**config.mk**
```make
export PLATFORM = sky130hd
export DESIGN_NAME = mii_tx_arbiter
export DESIGN_NICKNAME = d
export VERILOG_FILES = /design/src/rtl/mii_tx_arbiter.sv
export SDC_FILE = /design/constraint.sdc
export NUM_CORES = 1
export LEC_CHECK = 0
export CORE_MARGIN = 2
export CORE_UTILIZATION = 45
export DETAILED_ROUTE_END_ITERATION = 7
export PLACE_DENSITY = 0.88
export SLEW_MARGIN = 40
export SYNTH_ARGS = -nofsm -noshare
export SYNTH_HDL_FRONTEND = slang
export SYNTH_SLANG_ARGS = --single-unit
```
**constraint.sdc**
```tcl
create_clock -name clk -period 10.2 [get_ports clk]
set_clock_uncertainty 0.2 [all_clocks]
set_input_delay 2.04 -clock clk [delete_from_list [all_inputs] [get_ports clk]]
set_output_delay 2.04 -clock clk [all_outputs]
set_load 0.02 [all_outputs]
```
**src/rtl/mii_tx_arbiter.sv**
```systemverilog
// Two-requester frame scheduler and XGMII-style encoder for the 64-bit MII TX bus.
// Define MII_ARB_PRIO_EN to give requester 1 strict priority instead of round-robin.
module mii_tx_arbiter #(
    parameter int DATA_WIDTH = 64,
    parameter int CTRL_WIDTH = 8,
    parameter int IFG_WORDS  = 2
) (
    input  logic                  clk,
    input  logic                  i_rst_n,
    input  logic [DATA_WIDTH-1:0] i_data0,
    input  logic [CTRL_WIDTH-1:0] i_keep0,
    input  logic                  i_last0,
    input  logic                  i_valid0,
    output logic                  o_ready0,
    input  logic [DATA_WIDTH-1:0] i_data1,
    input  logic [CTRL_WIDTH-1:0] i_keep1,
    input  logic                  i_last1,
    input  logic                  i_valid1,
    output logic                  o_ready1,
    output logic [DATA_WIDTH-1:0] o_tx_data,
    output logic [CTRL_WIDTH-1:0] o_tx_ctrl,
    output logic                  o_grant,
    output logic                  o_busy,
    output logic                  o_err
);
    localparam logic [7:0] CH_IDLE = 8'h07;
    localparam logic [7:0] CH_TERM = 8'hFD;
    localparam logic [7:0] CH_ERR  = 8'hFE;

    localparam logic [DATA_WIDTH-1:0] IDLE_WORD  = {CTRL_WIDTH{CH_IDLE}};
    localparam logic [DATA_WIDTH-1:0] ERR_WORD   = {CTRL_WIDTH{CH_ERR}};
    localparam logic [DATA_WIDTH-1:0] TERM_WORD  = {{(CTRL_WIDTH-1){CH_IDLE}}, CH_TERM};
    localparam logic [DATA_WIDTH-1:0] START_WORD = 64'hD5555555555555FB;
    localparam logic [CTRL_WIDTH-1:0] START_CTRL = 8'h01;
    localparam logic [3:0]            IFG_LOAD   = 4'(IFG_WORDS - 1);

    typedef enum logic [1:0] {ST_IDLE, ST_DATA, ST_TERM, ST_IFG} state_t;

    state_t                  state_reg;
    logic                    grant_reg;
    logic                    last_grant_reg;
    logic [3:0]              ifg_cnt_reg;
    logic [DATA_WIDTH-1:0]   tx_data_reg;
    logic [CTRL_WIDTH-1:0]   tx_ctrl_reg;
    logic                    busy_reg;
    logic                    err_reg;

    logic [DATA_WIDTH-1:0]   sel_data;
    logic [CTRL_WIDTH-1:0]   sel_keep;
    logic                    sel_last;
    logic                    sel_valid;
    logic                    pick;
    logic                    keep_contig;
    logic                    keep_full;
    logic [3:0]              keep_len;
    logic [DATA_WIDTH-1:0]   part_data;
    logic [CTRL_WIDTH-1:0]   part_ctrl;

    assign sel_data  = grant_reg ? i_data1  : i_data0;
    assign sel_keep  = grant_reg ? i_keep1  : i_keep0;
    assign sel_last  = grant_reg ? i_last1  : i_last0;
    assign sel_valid = grant_reg ? i_valid1 : i_valid0;

    // A keep mask is usable as-is only when it is a non-empty run of ones from lane 0.
    assign keep_contig = (sel_keep != '0) && ((sel_keep & (sel_keep + 8'd1)) == '0);
    assign keep_full   = (sel_keep == '1);
    assign keep_len    = 4'($countones(sel_keep));

    generate
        for (genvar gi = 0; gi < CTRL_WIDTH; gi++) begin : g_lane
            localparam logic [3:0] LANE = 4'(gi);
            assign part_data[gi*8 +: 8] = (LANE < keep_len)  ? sel_data[gi*8 +: 8] :
                                          (LANE == keep_len) ? CH_TERM : CH_IDLE;
            assign part_ctrl[gi]        = (LANE >= keep_len);
        end
    endgenerate

    always_comb begin
`ifdef MII_ARB_PRIO_EN
        pick = i_valid1;
`else
        pick = (i_valid0 && i_valid1) ? ~last_grant_reg : i_valid1;
`endif
    end

    always_ff @(posedge clk or negedge i_rst_n) begin
        if (!i_rst_n) begin
            state_reg      <= ST_IDLE;
            grant_reg      <= 1'b0;
            last_grant_reg <= 1'b1;
            ifg_cnt_reg    <= '0;
            tx_data_reg    <= IDLE_WORD;
            tx_ctrl_reg    <= '1;
            busy_reg       <= 1'b0;
            err_reg        <= 1'b0;
        end else begin
            err_reg <= 1'b0;
            case (state_reg)
                ST_IDLE: begin
                    tx_data_reg <= IDLE_WORD;
                    tx_ctrl_reg <= '1;
                    busy_reg    <= 1'b0;
                    if (i_valid0 || i_valid1) begin
                        grant_reg      <= pick;
                        last_grant_reg <= pick;
                        tx_data_reg    <= START_WORD;
                        tx_ctrl_reg    <= START_CTRL;
                        busy_reg       <= 1'b1;
                        state_reg      <= ST_DATA;
                    end
                end
                ST_DATA: begin
                    busy_reg <= 1'b1;
                    if (!sel_valid) begin
                        // Underrun: the frame is corrupted on the wire but kept open.
                        tx_data_reg <= ERR_WORD;
                        tx_ctrl_reg <= '1;
                        err_reg     <= 1'b1;
                    end else if (!sel_last) begin
                        tx_data_reg <= sel_data;
                        tx_ctrl_reg <= '0;
                    end else if (keep_contig && !keep_full) begin
                        tx_data_reg <= part_data;
                        tx_ctrl_reg <= part_ctrl;
                        ifg_cnt_reg <= IFG_LOAD;
                        state_reg   <= ST_IFG;
                    end else begin
                        tx_data_reg <= sel_data;
                        tx_ctrl_reg <= '0;
                        err_reg     <= !keep_contig;
                        state_reg   <= ST_TERM;
                    end
                end
                ST_TERM: begin
                    tx_data_reg <= TERM_WORD;
                    tx_ctrl_reg <= '1;
                    busy_reg    <= 1'b1;
                    ifg_cnt_reg <= IFG_LOAD;
                    state_reg   <= ST_IFG;
                end
                ST_IFG: begin
                    tx_data_reg <= IDLE_WORD;
                    tx_ctrl_reg <= '1;
                    busy_reg    <= 1'b0;
                    if (ifg_cnt_reg == '0) begin
                        state_reg <= ST_IDLE;
                    end else begin
                        ifg_cnt_reg <= ifg_cnt_reg - 4'd1;
                    end
                end
                default: state_reg <= ST_IDLE;
            endcase
        end
    end

    assign o_ready0  = (state_reg == ST_DATA) && !grant_reg;
    assign o_ready1  = (state_reg == ST_DATA) &&  grant_reg;
    assign o_tx_data = tx_data_reg;
    assign o_tx_ctrl = tx_ctrl_reg;
    assign o_grant   = grant_reg;
    assign o_busy    = busy_reg;
    assign o_err     = err_reg;

endmodule

```
==> impl_metrics.csv <==
group,metric,value,unit
global_routing,grt_pass1_wl,24800,µm
placed_design,dp_cells,791,
sta,setup_ws,3.19,ns
final_layout,drive_above_1_share,13.3,%
die,fp.dieW,106,µm
drt,drc,0,
status,status,"completed",
sta,setup_tns,0,ns
global_routing,grt_pass1_vias,4566,
worst_setup_path,arrival,7.02,ns
final_layout,largest_register_ffs,64,
synth,yosysSeqAreaShare,44.5,%
synth,synth_cells,454,
power,leakage,0.00301,µW
global_routing,grt_use_total,29.0,%
worst_setup_path,cp.required,10.21,ns
synth,syn_area,4710,µm²
synth,async_reset_ff_share,100,%
placed_design,hpwl,12600,µm
final_layout,nets,833,
sta,report.final.slew_viol_count,0,
die,die-height,106,µm
global_routing,grt_max_degree,83,
drt,drt_iter0_markers,383,
die,die_area,11300,µm²
clocking,clk_latency,0.37,ns
sta,rsz0062_at_grt,"false",
global_routing,antenna_found_initial,0,
drt,vias,4632,
die,row_count,37,
worst_setup_path,worst_setup_path_start_kind,"input pin",
sta,fin_crit,7.01,ns
drt,dr.pass1.iters,5,
final_layout,multi_input_area,2450,µm²
placed_design,place_ws,2.93,ns
final_layout,nFillCells,716,
worst_setup_path,critPathKind,"input pin to flop",
clocking,clkSinkCount,82,
drt,vias_per_cell,5.74,
sta,worst_pin_slew,0.842,ns
synth,synth_warnings,0,
placed_design,gp_congestion,0.887,
final_layout,n_antenna_cell,0,
clocking,tritoncts,"built",
drt,wire_per_inst,20.5,µm
final_layout,stdcell_count,807,
sta,fmax,0.143,GHz
clocking,clk_pin_slew,0.08,ns
sta,setup_violations,0,
synth,synth_cell_types,63,
clocking,h-tree-depth,3,
power,p_per_area,349,nW/µm²
synth,synth_area_per_cell,10.4,µm²
job,maxCapViolCount,0,
clocking,post_cts_resized,0,
global_routing,overflow,0,
synth,synth_edf_count,0,
sta,final_hold_viol_count,0,
final_layout,syn2layout_area_growth,54.5,%
die,core-area,10200,µm²
placed_design,portBuffers,226,
synth,synth_seq_cells,82,
drt,ant_nets,0,
min_path,hold_path.class,"flop to flop",
final_layout,final_util,71.1,%
clocking,cts_buffers,9,
sta,relSlewSlack,43.8,%
sta,period_share,68.8,%
final_layout,seq_area,2100,µm²
clocking,cts_setup_buffers,0,
clocking,cts_hold_buf,0,
drt,totalWireLength,16500,µm
die,initial_utilization,46.0,%
worst_setup_path,critPathMaxFanout,8,
synth,synth_nets,621,
clocking,max-clock-path-buffers,2,
die,ios,227,
synth,ys.flop_type,"dfrtp_1",
clocking,cts_root_buf,"clkbuf_8",
power,peakVddDrop,0.000199,V
worst_setup_path,endpoint_kind,"flop",
[layout make-up]
type | count | share of cell area (%)
sequential | 82 | 28.8
multi-input combinational | 327 | 33.7
clock inverter | 7 | 1.05
tap | 136 | 2.34
clock buffer | 9 | 1.70
timing repair buffer | 230 | 31.6
inverter | 16 | 0.826
[cell usage in the layout (no fill, tap or decap), types with 13 or more instances in the layout]
| master | n |
|---|---|
| clkdlybuf4s50_1 | 225 |
| ha_1 | 13 |
| nor2_1 | 21 |
| nand2_1 | 31 |
| a21oi_1 | 30 |
| a211oi_1 | 14 |
| nor2b_1 | 17 |
| inv_1 | 16 |
| mux2i_1 | 46 |
| mux2_2 | 14 |
| dfstp_2 | 33 |
| o21ai_0 | 37 |
| dfrtp_1 | 48 |
[critical path, cell delays in order]
cell,delay [ns]
clkdlybuf4s50_1,0.41
mux2i_1,0.23
inv_1,0.14
fa_1,0.54
inv_1,0.05
fa_1,0.45
fa_1,0.49
inv_1,0.04
ha_1,0.19
fa_1,0.44
xor2_1,0.30
a211o_1,0.29
or3_4,0.35
or3_4,0.37
nor4_1,0.54
a311oi_1,0.15
[per-stage QoR]
stage | hold slack [ns] | power (µW) | area, µm²
4_1_cts | 0.338 | 2520 | 7270
2_1_floorplan | 0.265 | 1630 | 4710
3_3_place_gp | 0.283 | 2190 | 7040
3_5_place_dp | 0.326 | 2270 | 7070
5_1_grt | 0.360 | 2680 | 7270
6_report | 0.337 | 2540 | 7270
[cell usage after synthesis, drive strengths merged (4+ instances only)]
cell type / count / area share, %
dfrtp: 49 / 26
mux2i: 46 / 9.8
o21ai: 38 / 4.0
dfstp: 33 / 18
nand2: 31 / 2.5
a21oi: 30 / 3.2
nor2: 23 / 1.9
clkbuf: 22 / 1.8
nor2b: 17 / 2.3
inv: 16 / 1.3
a211oi: 15 / 2.5
mux2: 15 / 3.7
ha: 13 / 3.5
o21a: 9 / 1.4
o311ai: 8 / 1.5
buf: 7 / 0.98
a2111oi: 6 / 1.6
a21o: 5 / 0.80
a31oi: 5 / 0.66
or2: 5 / 0.72
or3: 5 / 0.88
a311oi: 4 / 0.88
fa: 4 / 1.7
nand2b: 4 / 0.53
nor3: 4 / 0.53
o31a: 4 / 0.74
[report_power, final]
group / internal, µW / total [µW] / switching (µW)
Clock: 116 / 244 / 129
Sequential: 544 / 627 / 83.1
Combinational: 671 / 1660 / 994
[cells by family after synthesis]
kind of cell / synth area share [%]
flops: 44.5
mux: 13.4
xor+xnor: 0.372
compound gates: 20.8
simple gates: 11.7
fa+ha+maj: 5.16
buf+inv: 4.01
[layer usage]
| layer | vias to the layer above | global-route usage [%] | share of wire [%] |
|---|---|---|---|
| met5 | - | 0 | 0 |
| met4 | 0 | 12.9 | 3.1 |
| met3 | 41 | 6.99 | 9.1 |
| met2 | 257 | 50.5 | 51 |
| met1 | 2258 | 33.7 | 37 |
| li1 | 2076 | - | - |
[path summary, 6_finish.rpt]
path,from,to,slack [ns],depth (start not counted)
max,i_keep1[1],o_tx_data[11]$_DFF_PN0_,3.19,16
min,last_grant_reg$_DFFE_PN1P_,last_grant_reg$_DFFE_PN1P_,0.34,2
max reg2reg,o_grant$_DFFE_PN0P_,o_tx_data[11]$_DFF_PN0_,4.60,15
min reg2reg,last_grant_reg$_DFFE_PN1P_,last_grant_reg$_DFFE_PN1P_,0.34,2
max in group asynchronous,i_rst_n,o_grant$_DFFE_PN0P_,7.73,1
min in group asynchronous,i_rst_n,o_tx_data[23]$_DFF_PN0_,1.50,1
Note: power is estimated with default switching activity, not from simulation.
